$ cat src/rtl/turbo_encoder_param_pkg.sv
// turbo_encoder_param_pkg: shared constants, FSM states and tail packing for the LTE turbo encoder.
package turbo_encoder_param_pkg;

    localparam int KMIN = 40;
    // bit i is the coefficient of D^i: g0 = 1+D^2+D^3 (feedback), g1 = 1+D+D^3 (parity)
    localparam logic [3:0] G0 = 4'b1101;
    localparam logic [3:0] G1 = 4'b1011;

    typedef enum logic [1:0] {IDLE, DATA, TAIL} state_t;

    typedef struct packed {
        logic [3:0] xk;
        logic [3:0] zk;
        logic [3:0] zkp;
    } tail_t;

    function automatic logic fb(input logic [2:0] s);
        return (G0[1] & s[0]) ^ (G0[2] & s[1]) ^ (G0[3] & s[2]);
    endfunction

    function automatic logic par(input logic a, input logic [2:0] s);
        return (G1[0] & a) ^ (G1[1] & s[0]) ^ (G1[2] & s[1]) ^ (G1[3] & s[2]);
    endfunction

    function automatic tail_t pack_tail(
        input logic [2:0] x1,
        input logic [2:0] z1,
        input logic [2:0] x2,
        input logic [2:0] z2
    );
        tail_t t;
        t.xk  = {z2[1], x2[0], z1[1], x1[0]};
        t.zk  = {x2[2], z2[0], x1[2], z1[0]};
        t.zkp = {z2[2], x2[1], z1[2], x1[1]};
        return t;
    endfunction

endpackage

$ cat src/rtl/turbo_encoder_param_rsc.sv
// rsc_enc_unrolled: combinational P-step RSC encoder plus 3-step trellis termination.
// State bit 0 is the newest delay element.
module rsc_enc_unrolled
    import turbo_encoder_param_pkg::*;
#(
    parameter int P = 8
) (
    input  logic [2:0]   i_state,
    input  logic [P-1:0] i_din,
    output logic [P-1:0] o_parity,
    output logic [2:0]   o_state,
    output logic [2:0]   o_tail_x,
    output logic [2:0]   o_tail_z
);

    logic [2:0] w_s;
    logic [2:0] w_t;
    logic       w_a;

    always_comb begin
        w_s = i_state;
        w_a = 1'b0;
        o_parity = '0;
        for (int i = 0; i < P; i++) begin
            w_a = i_din[i] ^ fb(w_s);
            o_parity[i] = par(w_a, w_s);
            w_s = {w_s[1:0], w_a};
        end
        o_state = w_s;
    end

    // termination drives the input with the feedback so the register shifts in zeros
    always_comb begin
        w_t = i_state;
        o_tail_x = '0;
        o_tail_z = '0;
        for (int i = 0; i < 3; i++) begin
            o_tail_x[i] = fb(w_t);
            o_tail_z[i] = par(1'b0, w_t);
            w_t = {w_t[1:0], 1'b0};
        end
    end

endmodule

$ cat src/rtl/turbo_encoder_param.sv
// turbo_encoder_param: LTE PCCC turbo encoder, P bits per beat through two RSC encoders,
// then one packed trellis-termination beat, behind a single output register stage.
module turbo_encoder_param
    import turbo_encoder_param_pkg::*;
#(
    parameter int P    = 8,
    parameter int KMAX = 6144,
    parameter int KW   = 13
) (
    input  logic          clock,
    input  logic          reset,
    input  logic          in_valid,
    output logic          in_ready,
    input  logic          in_start,
    input  logic [KW-1:0] in_k,
    input  logic [P-1:0]  sys_din,
    input  logic [P-1:0]  int_din,
    output logic          out_valid,
    input  logic          out_ready,
    output logic [P-1:0]  xk_out,
    output logic [P-1:0]  zk_out,
    output logic [P-1:0]  zk_prime_out,
    output logic          out_tail,
    output logic          out_last,
    output logic          busy,
    output logic          err
);

    localparam int PL = $clog2(P);

    state_t        r_state, w_next;
    logic [2:0]    r_s1, r_s2, w_ns1, w_ns2, w_es1, w_es2;
    logic [2:0]    w_tx1, w_tz1, w_tx2, w_tz2;
    logic [KW-1:0] r_cnt, w_cnt, w_kbeats;
    logic [P-1:0]  r_xk, r_zk, r_zp, w_p1, w_p2;
    logic          r_out_valid, r_tail, r_err;
    logic          w_slot, w_acc, w_k_ok, w_fresh;
    logic          w_load, w_tail_load, w_clr, w_err;
    tail_t         w_t;

    assign w_slot   = ~r_out_valid | out_ready;
    assign in_ready = (r_state != TAIL) & w_slot & ~reset;
    assign w_acc    = in_valid & in_ready;
    assign w_kbeats = in_k >> PL;
    assign w_k_ok   = (in_k[PL-1:0] == '0) && (in_k >= KW'(KMIN)) && (in_k <= KW'(KMAX));
    // a start beat always encodes from the zero state, even when it truncates a block
    assign w_fresh  = in_start & (r_state != TAIL);
    assign w_es1    = w_fresh ? 3'b000 : r_s1;
    assign w_es2    = w_fresh ? 3'b000 : r_s2;

    rsc_enc_unrolled #(.P(P)) u_enc1 (
        .i_state  (w_es1),
        .i_din    (sys_din),
        .o_parity (w_p1),
        .o_state  (w_ns1),
        .o_tail_x (w_tx1),
        .o_tail_z (w_tz1)
    );

    rsc_enc_unrolled #(.P(P)) u_enc2 (
        .i_state  (w_es2),
        .i_din    (int_din),
        .o_parity (w_p2),
        .o_state  (w_ns2),
        .o_tail_x (w_tx2),
        .o_tail_z (w_tz2)
    );

    assign w_t = pack_tail(w_tx1, w_tz1, w_tx2, w_tz2);

    always_comb begin
        w_next      = r_state;
        w_cnt       = r_cnt;
        w_load      = 1'b0;
        w_tail_load = 1'b0;
        w_clr       = 1'b0;
        w_err       = 1'b0;
        case (r_state)
            IDLE, DATA: if (w_acc) begin
                if (in_start) begin
                    w_err  = (r_state == DATA) | ~w_k_ok;
                    w_load = w_k_ok;
                    w_clr  = ~w_k_ok;
                    w_cnt  = w_k_ok ? w_kbeats - KW'(1) : '0;
                    w_next = ~w_k_ok ? IDLE : (w_cnt == '0) ? TAIL : DATA;
                end else if (r_state == DATA) begin
                    w_load = 1'b1;
                    w_cnt  = r_cnt - KW'(1);
                    w_next = (w_cnt == '0) ? TAIL : DATA;
                end
            end
            TAIL: if (w_slot) begin
                w_tail_load = 1'b1;
                w_clr       = 1'b1;
                w_next      = IDLE;
            end
            default: w_next = IDLE;
        endcase
    end

    always_ff @(posedge clock) begin
        if (reset) begin
            r_state     <= IDLE;
            r_cnt       <= '0;
            r_s1        <= '0;
            r_s2        <= '0;
            r_err       <= 1'b0;
            r_out_valid <= 1'b0;
            r_xk        <= '0;
            r_zk        <= '0;
            r_zp        <= '0;
            r_tail      <= 1'b0;
        end else begin
            r_state     <= w_next;
            r_cnt       <= w_cnt;
            r_err       <= w_err;
            r_s1        <= w_load ? w_ns1 : w_clr ? 3'b000 : r_s1;
            r_s2        <= w_load ? w_ns2 : w_clr ? 3'b000 : r_s2;
            r_out_valid <= w_load | w_tail_load | (r_out_valid & ~out_ready);
            if (w_load | w_tail_load) begin
                r_xk   <= w_load ? sys_din : P'(w_t.xk);
                r_zk   <= w_load ? w_p1 : P'(w_t.zk);
                r_zp   <= w_load ? w_p2 : P'(w_t.zkp);
                r_tail <= w_tail_load;
            end
        end
    end

    assign out_valid    = r_out_valid;
    assign xk_out       = r_xk;
    assign zk_out       = r_zk;
    assign zk_prime_out = r_zp;
    assign out_tail     = r_tail & r_out_valid;
    assign out_last     = r_tail & r_out_valid;
    assign busy         = r_state != IDLE;
    assign err          = r_err;

endmodule

$ cat config.mk
export PLATFORM = sky130hd
export DESIGN_NAME = turbo_encoder_param
export DESIGN_NICKNAME = d
export VERILOG_FILES = /design/src/rtl/turbo_encoder_param_pkg.sv /design/src/rtl/turbo_encoder_param_rsc.sv /design/src/rtl/turbo_encoder_param.sv
export SDC_FILE = /design/constraint.sdc
export NUM_CORES = 1
export LEC_CHECK = 0
export CAP_MARGIN = 15
export CORE_UTILIZATION = 53
export CTS_BUF_LIST = sky130_fd_sc_hd__clkbuf_4 sky130_fd_sc_hd__clkbuf_8 sky130_fd_sc_hd__clkbuf_16
export CTS_CLUSTER_SIZE = 12
export DETAILED_ROUTE_END_ITERATION = 10
export PLACE_DENSITY = 0.81
export SYNTH_ARGS = -nofsm -noshare
export SYNTH_HDL_FRONTEND = slang
export SYNTH_HIERARCHICAL = 1
export SYNTH_SLANG_ARGS = --single-unit
$ cat constraint.sdc
create_clock -name clock -period 3.8 [get_ports clock]
set_clock_uncertainty 0.2 [all_clocks]
set_input_delay 0.76 -clock clock [delete_from_list [all_inputs] [get_ports clock]]
set_output_delay 0.76 -clock clock [all_outputs]
set_load 0.05 [all_outputs]
==> run summary, run 1 <==
Status: finished, final reports clean
Highest ir drop seen on vdd: 0.2433 mV
Final slew viol count: 0
Count of max-cap constraint violations: 0
Synthesized cell area: 0.003517 mm^2
Crit end category: flop
RSZ-0062 raised after global routing: no
Wire length per cell: 17.15 um
Post-synthesis area per instance: 9.041 um^2
Area of the die: 0.006966 mm^2
Via count: 3,107
Initial drt markers: 380
Number of cells produced by synthesis: 389
Die W: 83.46 um
Number of failing hold endpoints at the final stage: 0
Vias per std cell: 6.152
Reg area: 960.9 um^2
Static Leakage: 1.580 nW
Type of the most critical hold path: flop to flop
Post-cts gate resize count: 0
EDFF count, synth: 0
Port-buffer cells: 63
Total congestion overflow after global routing: 0
Diode insertion count for antenna repair: 0
Root Buffer Master: sky130_fd_sc_hd__clkbuf_8
Wire length reported by the detailed router: 8659 um
Post-route DRC: 0
Num Clock Sinks: 48
Min Clock Period, post-route: 3.061 ns
Longest Clk Path Bufs: 2
Max transition margin: 0.3765
# rows: 29
Total negative slack for setup checks: 0 ns
Instance count along the most critical hold path: 1
GRT Overall Usage: 0.2521
Worst EP required: 3.82 ns
Chip height: 83.46 um
Ports placed on the boundary: 64
Pre-CTS worst setup slack: 0.4614 ns
Via count of the first global-routing pass: 2,950
Timing-limited maximum frequency: 0.3267 GHz
Number of nets still failing antenna checks after routing: 0
Prevailing post-synth register cell: sky130_fd_sc_hd__dfxtp_1
Later-pin clock latency in the skew report: 0.31 ns
Sequential fraction of the synthesis area: 0.2732
Setup Viol. Count Final: 0
CTS H-tree lvls: 2
Share of layout cells above drive strength 1: 0.07944
Kind of critical path: primary input to flop
Filler cell count in the final layout: 526
Estimated wirelength of the detail-placed design: 6429 um
Clock tree from TritonCTS: yes
Power per cell area: 320.9 mW/mm^2
Clock transition at the register clock pins on the worst setup and hold paths after CTS: 0.09 ns
Number of antenna violations at the first check in global routing: 0
First-pass GRT wire length: 14,290 um
Worst path arrival time: 3.08 ns
CTS Hold Bufs: 0
Worst-margin pin slew: 0.9353 ns
Fraction of synthesis flops using an asynchronous set or reset pin: 0
Global placer's final weighted congestion: 0.8569
Maximum fanout along the worst path: 14
Starting density of the core: 0.5507
Period utilisation layout: 0.8056
Number of buffers created by CTS: 5
Count of cells along the worst register-to-register path: 6
Pre-Repair DR Iteration Count: 5
Buffers inserted during post-CTS setup optimization: 0
Placeable Area: 0.006386 mm^2
Type of origin of the critical path: primary input
Final layout net count: 465
Total area of multi-input combinational cells: 0.002308 mm^2
Count of state elements after synthesis: 48
Syn_nets: 427
Largest net degree at the start of global routing: 44
Synth warnings: 6
Final setup margin: 0.7387 ns
Layout-stage area growth over the synthesis result: 19.17%
Count of distinct cell types in the synthesized netlist: 59
## cell usage in the layout (no fill, tap or decap), types with 9 or more instances in the layout
master | synthesis | final
sky130_fd_sc_hd__dfxtp_1 | 48 | 48
sky130_fd_sc_hd__o21ai_0 | 12 | 12
sky130_fd_sc_hd__o211ai_1 | 20 | 20
sky130_fd_sc_hd__nand2_1 | 19 | 19
sky130_fd_sc_hd__nand3_1 | 24 | 24
sky130_fd_sc_hd__xnor3_1 | 10 | 10
sky130_fd_sc_hd__nor2_1 | 20 | 19
sky130_fd_sc_hd__nor3_1 | 18 | 18
sky130_fd_sc_hd__xnor2_1 | 17 | 17
sky130_fd_sc_hd__inv_1 | 9 | 9
sky130_fd_sc_hd__xor2_1 | 20 | 20
sky130_fd_sc_hd__clkdlybuf4s50_1 | 0 | 62
sky130_fd_sc_hd__a21oi_1 | 34 | 34
## metal layers
metal  part of all wire  routed length (um)  up-vias  global-route usage
met2               0.48                4176       94              0.4151
met1               0.45                3907     1497              0.3388
met3              0.042                 360       21             0.02868
met5                  0                   0        -                   0
met4              0.025                 214        0              0.1032
li1                   -                   -     1495                   -
## path summary, 6_finish.rpt
kind | startpoint | end | slack [ns]
worst max-delay path | in_k[3] | zk_prime_out[2]$_SDFFE_PP0P_ | 0.74
worst min-delay path | r_s1[2]$_SDFFE_PP0P_ | r_s1[2]$_SDFFE_PP0P_ | 0.27
worst max register to register | r_state[0]$_SDFFE_PP0P_ | r_s2[0]$_SDFFE_PP0P_ | 1.31
worst min register to register | r_s1[2]$_SDFFE_PP0P_ | r_s1[2]$_SDFFE_PP0P_ | 0.27
## through the flow
step | hold slack (ns) | instances | total power [W] | util | instance area (um^2)
detailed placement | 0.2472 | 497 | 0.0009735 | 0.6389 | 4080
floorplan | 0.2342 | 389 | 0.0008679 | - | 3517
finish | 0.2735 | 505 | 0.001345 | 0.6563 | 4192
CTS | 0.2770 | 505 | 0.001344 | 0.6563 | 4192
global route | 0.2957 | 505 | 0.001400 | 0.6563 | 4192
global placement | 0.2489 | 497 | 0.0009678 | 0.6389 | 4080
## synth_stat cells (6+ instances only)
cell type                  instances  share of area
sky130_fd_sc_hd__a21oi_1          34          0.048
sky130_fd_sc_hd__a22o_1            6          0.015
sky130_fd_sc_hd__a31oi_1           7          0.012
sky130_fd_sc_hd__a32oi_1           8          0.020
sky130_fd_sc_hd__and2_1            8          0.014
sky130_fd_sc_hd__buf_2             9          0.013
sky130_fd_sc_hd__buf_4             9          0.019
sky130_fd_sc_hd__clkbuf_1         15          0.016
sky130_fd_sc_hd__dfxtp_1          48           0.27
sky130_fd_sc_hd__inv_1             9         0.0096
sky130_fd_sc_hd__nand2_1          19          0.020
sky130_fd_sc_hd__nand3_1          24          0.034
sky130_fd_sc_hd__nor2_1           20          0.021
sky130_fd_sc_hd__nor3_1           18          0.026
sky130_fd_sc_hd__o211ai_1         20          0.043
sky130_fd_sc_hd__o21ai_0          12          0.017
sky130_fd_sc_hd__xnor2_1          17          0.042
sky130_fd_sc_hd__xnor3_1          10          0.064
sky130_fd_sc_hd__xor2_1           20          0.050
sky130_fd_sc_hd__xor3_1            6          0.041
## cells by family (layout without fill, tap and decap cells)
group / Yosys count / count (layout) / share of synthesized area
xor gates and xnor gates: 59 / 59 / 0.2373
and+or+nand+nor: 119 / 119 / 0.1836
buffers and inverters: 48 / 87 / 0.07114
adders and majority gates: 4 / 4 / 0.01423
DFF: 48 / 48 / 0.2732
AOI/OAI and AO/OA: 111 / 111 / 0.2206
## worst max-delay path, stage by stage
cell and delay, ns:
sky130_fd_sc_hd__clkdlybuf4s50_1 0.54, sky130_fd_sc_hd__inv_1 0.11, sky130_fd_sc_hd__ha_1 0.28, sky130_fd_sc_hd__inv_1 0.07, sky130_fd_sc_hd__o21ai_0 0.10, sky130_fd_sc_hd__a21oi_2 0.28, sky130_fd_sc_hd__a21o_1 0.44, sky130_fd_sc_hd__nand2_1 0.22
sky130_fd_sc_hd__a311oi_1 0.27
## power by group
| part | switching (W) | internal, W |
|---|---|---|
| Combinational | 0.000222 | 0.000204 |
| Clock | 0.000182 | 0.000195 |
| Sequential | 0.0000175 | 0.000524 |
## sequential cells by signal (all words and copies together), names as in the netlist
name and cells:
r_cnt 13, xk_out 8, zk_out 8, zk_prime_out 8, r_s1 3, r_s2 3, r_state 2, err 1
out_valid 1, r_tail 1
## layout make-up
type,count,area share
Inverter,9,0.008060
Tap cell,77,0.02299
Timing Repair Buffer,70,0.1624
Multi-Input combinational cell,293,0.5507
Clock buffer,5,0.01642
Sequential cell,48,0.2293
Clock inverter,3,0.01015
(Power assumes the default switching activity.)
==> inputs of run 2 (changes only) <==
--- a/config.mk
+++ b/config.mk
@@ -6,11 +6,11 @@
 export NUM_CORES = 1
 export LEC_CHECK = 0
 export CAP_MARGIN = 15
-export CORE_UTILIZATION = 53
+export CORE_UTILIZATION = 48
 export CTS_BUF_LIST = sky130_fd_sc_hd__clkbuf_4 sky130_fd_sc_hd__clkbuf_8 sky130_fd_sc_hd__clkbuf_16
 export CTS_CLUSTER_SIZE = 12
 export DETAILED_ROUTE_END_ITERATION = 10
-export PLACE_DENSITY = 0.81
+export PLACE_DENSITY = 0.77
 export SYNTH_ARGS = -nofsm -noshare
 export SYNTH_HDL_FRONTEND = slang
 export SYNTH_HIERARCHICAL = 1
==> constraint.sdc (replaced) <==
create_clock -name clock -period 2.5 [get_ports clock]
set_clock_uncertainty 0.2 [all_clocks]
set_input_delay 0.5 -clock clock [delete_from_list [all_inputs] [get_ports clock]]
set_output_delay 0.5 -clock clock [all_outputs]
set_load 0.05 [all_outputs]
==> run 2 against run 1 <==
Against the previous run: wire length grew 13%; first-iteration DRC count grew 9.7%; flip-flop and latch count is the same; global-route usage grew 1.6 points; register-to-register slack lost 1.2 ns; highest routed layer unchanged.
==> run summary, run 2 (synthesis results as in run 1) <==
Family with the most delay on the worst path: XOR/XNOR gates
Status: finished, final reports clean
Setup Viol. Count Final: 0 (unchanged)
Final layout net count: 527 (+13%)
Number of cells on the critical path: 7 (-2)
CTS Hold Bufs: 0 (unchanged)
Longest Clk Path Bufs: 2 (unchanged)
Via count of the first global-routing pass: 3,219 (+9.1%)
Pre-Repair DR Iteration Count: 5 (unchanged)
Count of max-cap constraint violations: 0 (unchanged)
Register with the most flip-flops: r_cnt
Total negative slack for setup checks: 0 ns (unchanged)
Static Leakage: 1.943 nW (+23%)
Worst reg-to-reg setup slack: 0.12 ns (-1.19 ns)
Worst path arrival time: 2.48 ns (-0.60 ns)
Total power after layout: 0.002265 W (+68%)
Maximum fanout along the worst path: 6 (-8)
Wire length reported by the detailed router: 9774 um (+13%)
Chip height: 87.60 um (+5.0%)
Die W: 87.60 um (+5.0%)
Largest net degree at the start of global routing: 26 (-41%)
Via count: 3,420 (+10%)
Clock tree from TritonCTS: yes
Pre-CTS worst setup slack: -0.3456 ns (-0.8070 ns)
Number of antenna violations at the first check in global routing: 0 (unchanged)
Type of the most critical hold path: flop to flop
Number of nets still failing antenna checks after routing: 0 (unchanged)
Worst-margin pin slew: 0.5152 ns (-0.4201 ns)
Longest individual stage delay on the worst path: 0.53 ns (about the same)
Placeable Area: 0.006944 mm^2 (+8.7%)
Final setup margin: 0.03577 ns (-0.7029 ns)
Later-pin clock latency in the skew report: 0.31 ns (about the same)
Layout-stage area growth over the synthesis result: 36.07%
# rows: 30 (+3.4%)
Type of origin of the critical path: primary input
Crit end category: flop
Commonest non-fill, non-tap cell in the layout: sky130_fd_sc_hd__buf_4
Vias per std cell: 5.836 (-5.1%)
Final slew viol count: 0 (unchanged)
Power per cell area: 473.3 mW/mm^2 (+48%)
GRT Overall Usage: 0.2679 (+0.01587)
Root Buffer Master: sky130_fd_sc_hd__clkbuf_8
First-pass GRT wire length: 15,820 um (+11%)
Wire length per cell: 16.68 um (-2.7%)
Period utilisation layout: 0.9857
Number of failing hold endpoints at the final stage: 0 (unchanged)
Post-route DRC: 0 (unchanged)
Highest ir drop seen on vdd: 0.2707 mV (+11%)
Port-buffer cells: 63 (unchanged)
Flip-flop count of the largest register after layout: 13 (unchanged)
Highest-count cells in the layout ignoring fill and taps: sky130_fd_sc_hd__buf_4 (68), sky130_fd_sc_hd__clkdlybuf4s50_1 (58), sky130_fd_sc_hd__dfxtp_1 (48)
Initial drt markers: 417 (+9.7%)
Diode insertion count for antenna repair: 0 (unchanged)
Max transition margin: 0.6555 (+0.2790)
Master of the slowest instance on the critical path: sky130_fd_sc_hd__clkdlybuf4s50_1
Min Clock Period, post-route: 2.464 ns
Bufs and invs on worst path: 1 (-2)
Share of layout cells above drive strength 1: 0.2122 (+0.1328)
Crit-path cells: clkdlybuf4s50_1, nand2_2, and2_1, xnor3_1, xnor2_1, nor3_1, a311oi_2
CTS H-tree lvls: 2 (unchanged)
Starting density of the core: 0.5065 (-0.04426)
Num Clock Sinks: 48 (unchanged)
Total congestion overflow after global routing: 0 (unchanged)
Kind of critical path: primary input to flop
Clock transition at the register clock pins on the worst setup and hold paths after CTS: 0.10 ns (about the same)
Worst EP required: 2.52 ns (-1.30 ns)
Area of the die: 0.007674 mm^2 (+10%)
Number of buffers created by CTS: 5 (unchanged)
Instance count along the most critical hold path: 1 (unchanged)
Count of cells along the worst register-to-register path: 7 (+1)
Global placer's final weighted congestion: 0.8357 (-2.5%)
Timing-limited maximum frequency: 0.4058 GHz
Estimated wirelength of the detail-placed design: 7261 um (+13%)
Ports placed on the boundary: 64 (unchanged)
## run 2: through the flow
step | instance area (um^2) | utilization | hold slack, ns | cells
4_1_cts | 4748 | 0.6838 | 0.2775 | 585
6_report | 4786 | 0.6892 | 0.2732 | 586
3_5_place_dp | 4599 | 0.6623 | 0.2490 | 577
5_1_grt | 4786 | 0.6892 | 0.3024 | 586
2_1_floorplan | 3535 | - | 0.2342 | 389
3_3_place_gp | 4599 | 0.6623 | 0.2470 | 577
## run 2: final timing paths
kind,startpoint,to
worst max register to register,r_state[0]$_SDFFE_PP0P_,zk_prime_out[2]$_SDFFE_PP0P_
worst min register to register,r_s2[1]$_SDFFE_PP0P_,r_s2[1]$_SDFFE_PP0P_
worst min-delay path,r_s2[1]$_SDFFE_PP0P_,r_s2[1]$_SDFFE_PP0P_
worst max-delay path,in_start,zk_prime_out[2]$_SDFFE_PP0P_
## run 2: cell type report
cell class,count,area (um^2)
tap,96,120.1
fill,544,2158
multi-input combinational,293,2364
timing repair buffer,132,1170
inverter,9,33.78
clock inverter,3,68.82
clock buffer,5,68.82
sequential,48,960.9
## run 2: power by group
part / switching, W / leakage, nW / internal, W
combinational: 0.000374 / 1.48 / 0.000380
sequential: 0.0000272 / 0.389 / 0.000797
clock: 0.000285 / 0.0687 / 0.000403
## run 2: repair_timing
item,in CTS,in global routing
endpoints found under the setup margin,9,41
setup buffers,0,1
gates resized for setup,5,8
pin swaps,5,5
## run 2: routing by layer
metal / wire length [um] / vias up / track usage
li1: - / 1618 / -
met1: 4353 / 1605 / 0.3861
met2: 4528 / 178 / 0.4070
met3: 683 / 19 / 0.03864
met4: 209 / 0 / 0.1043
met5: 0 / - / 0
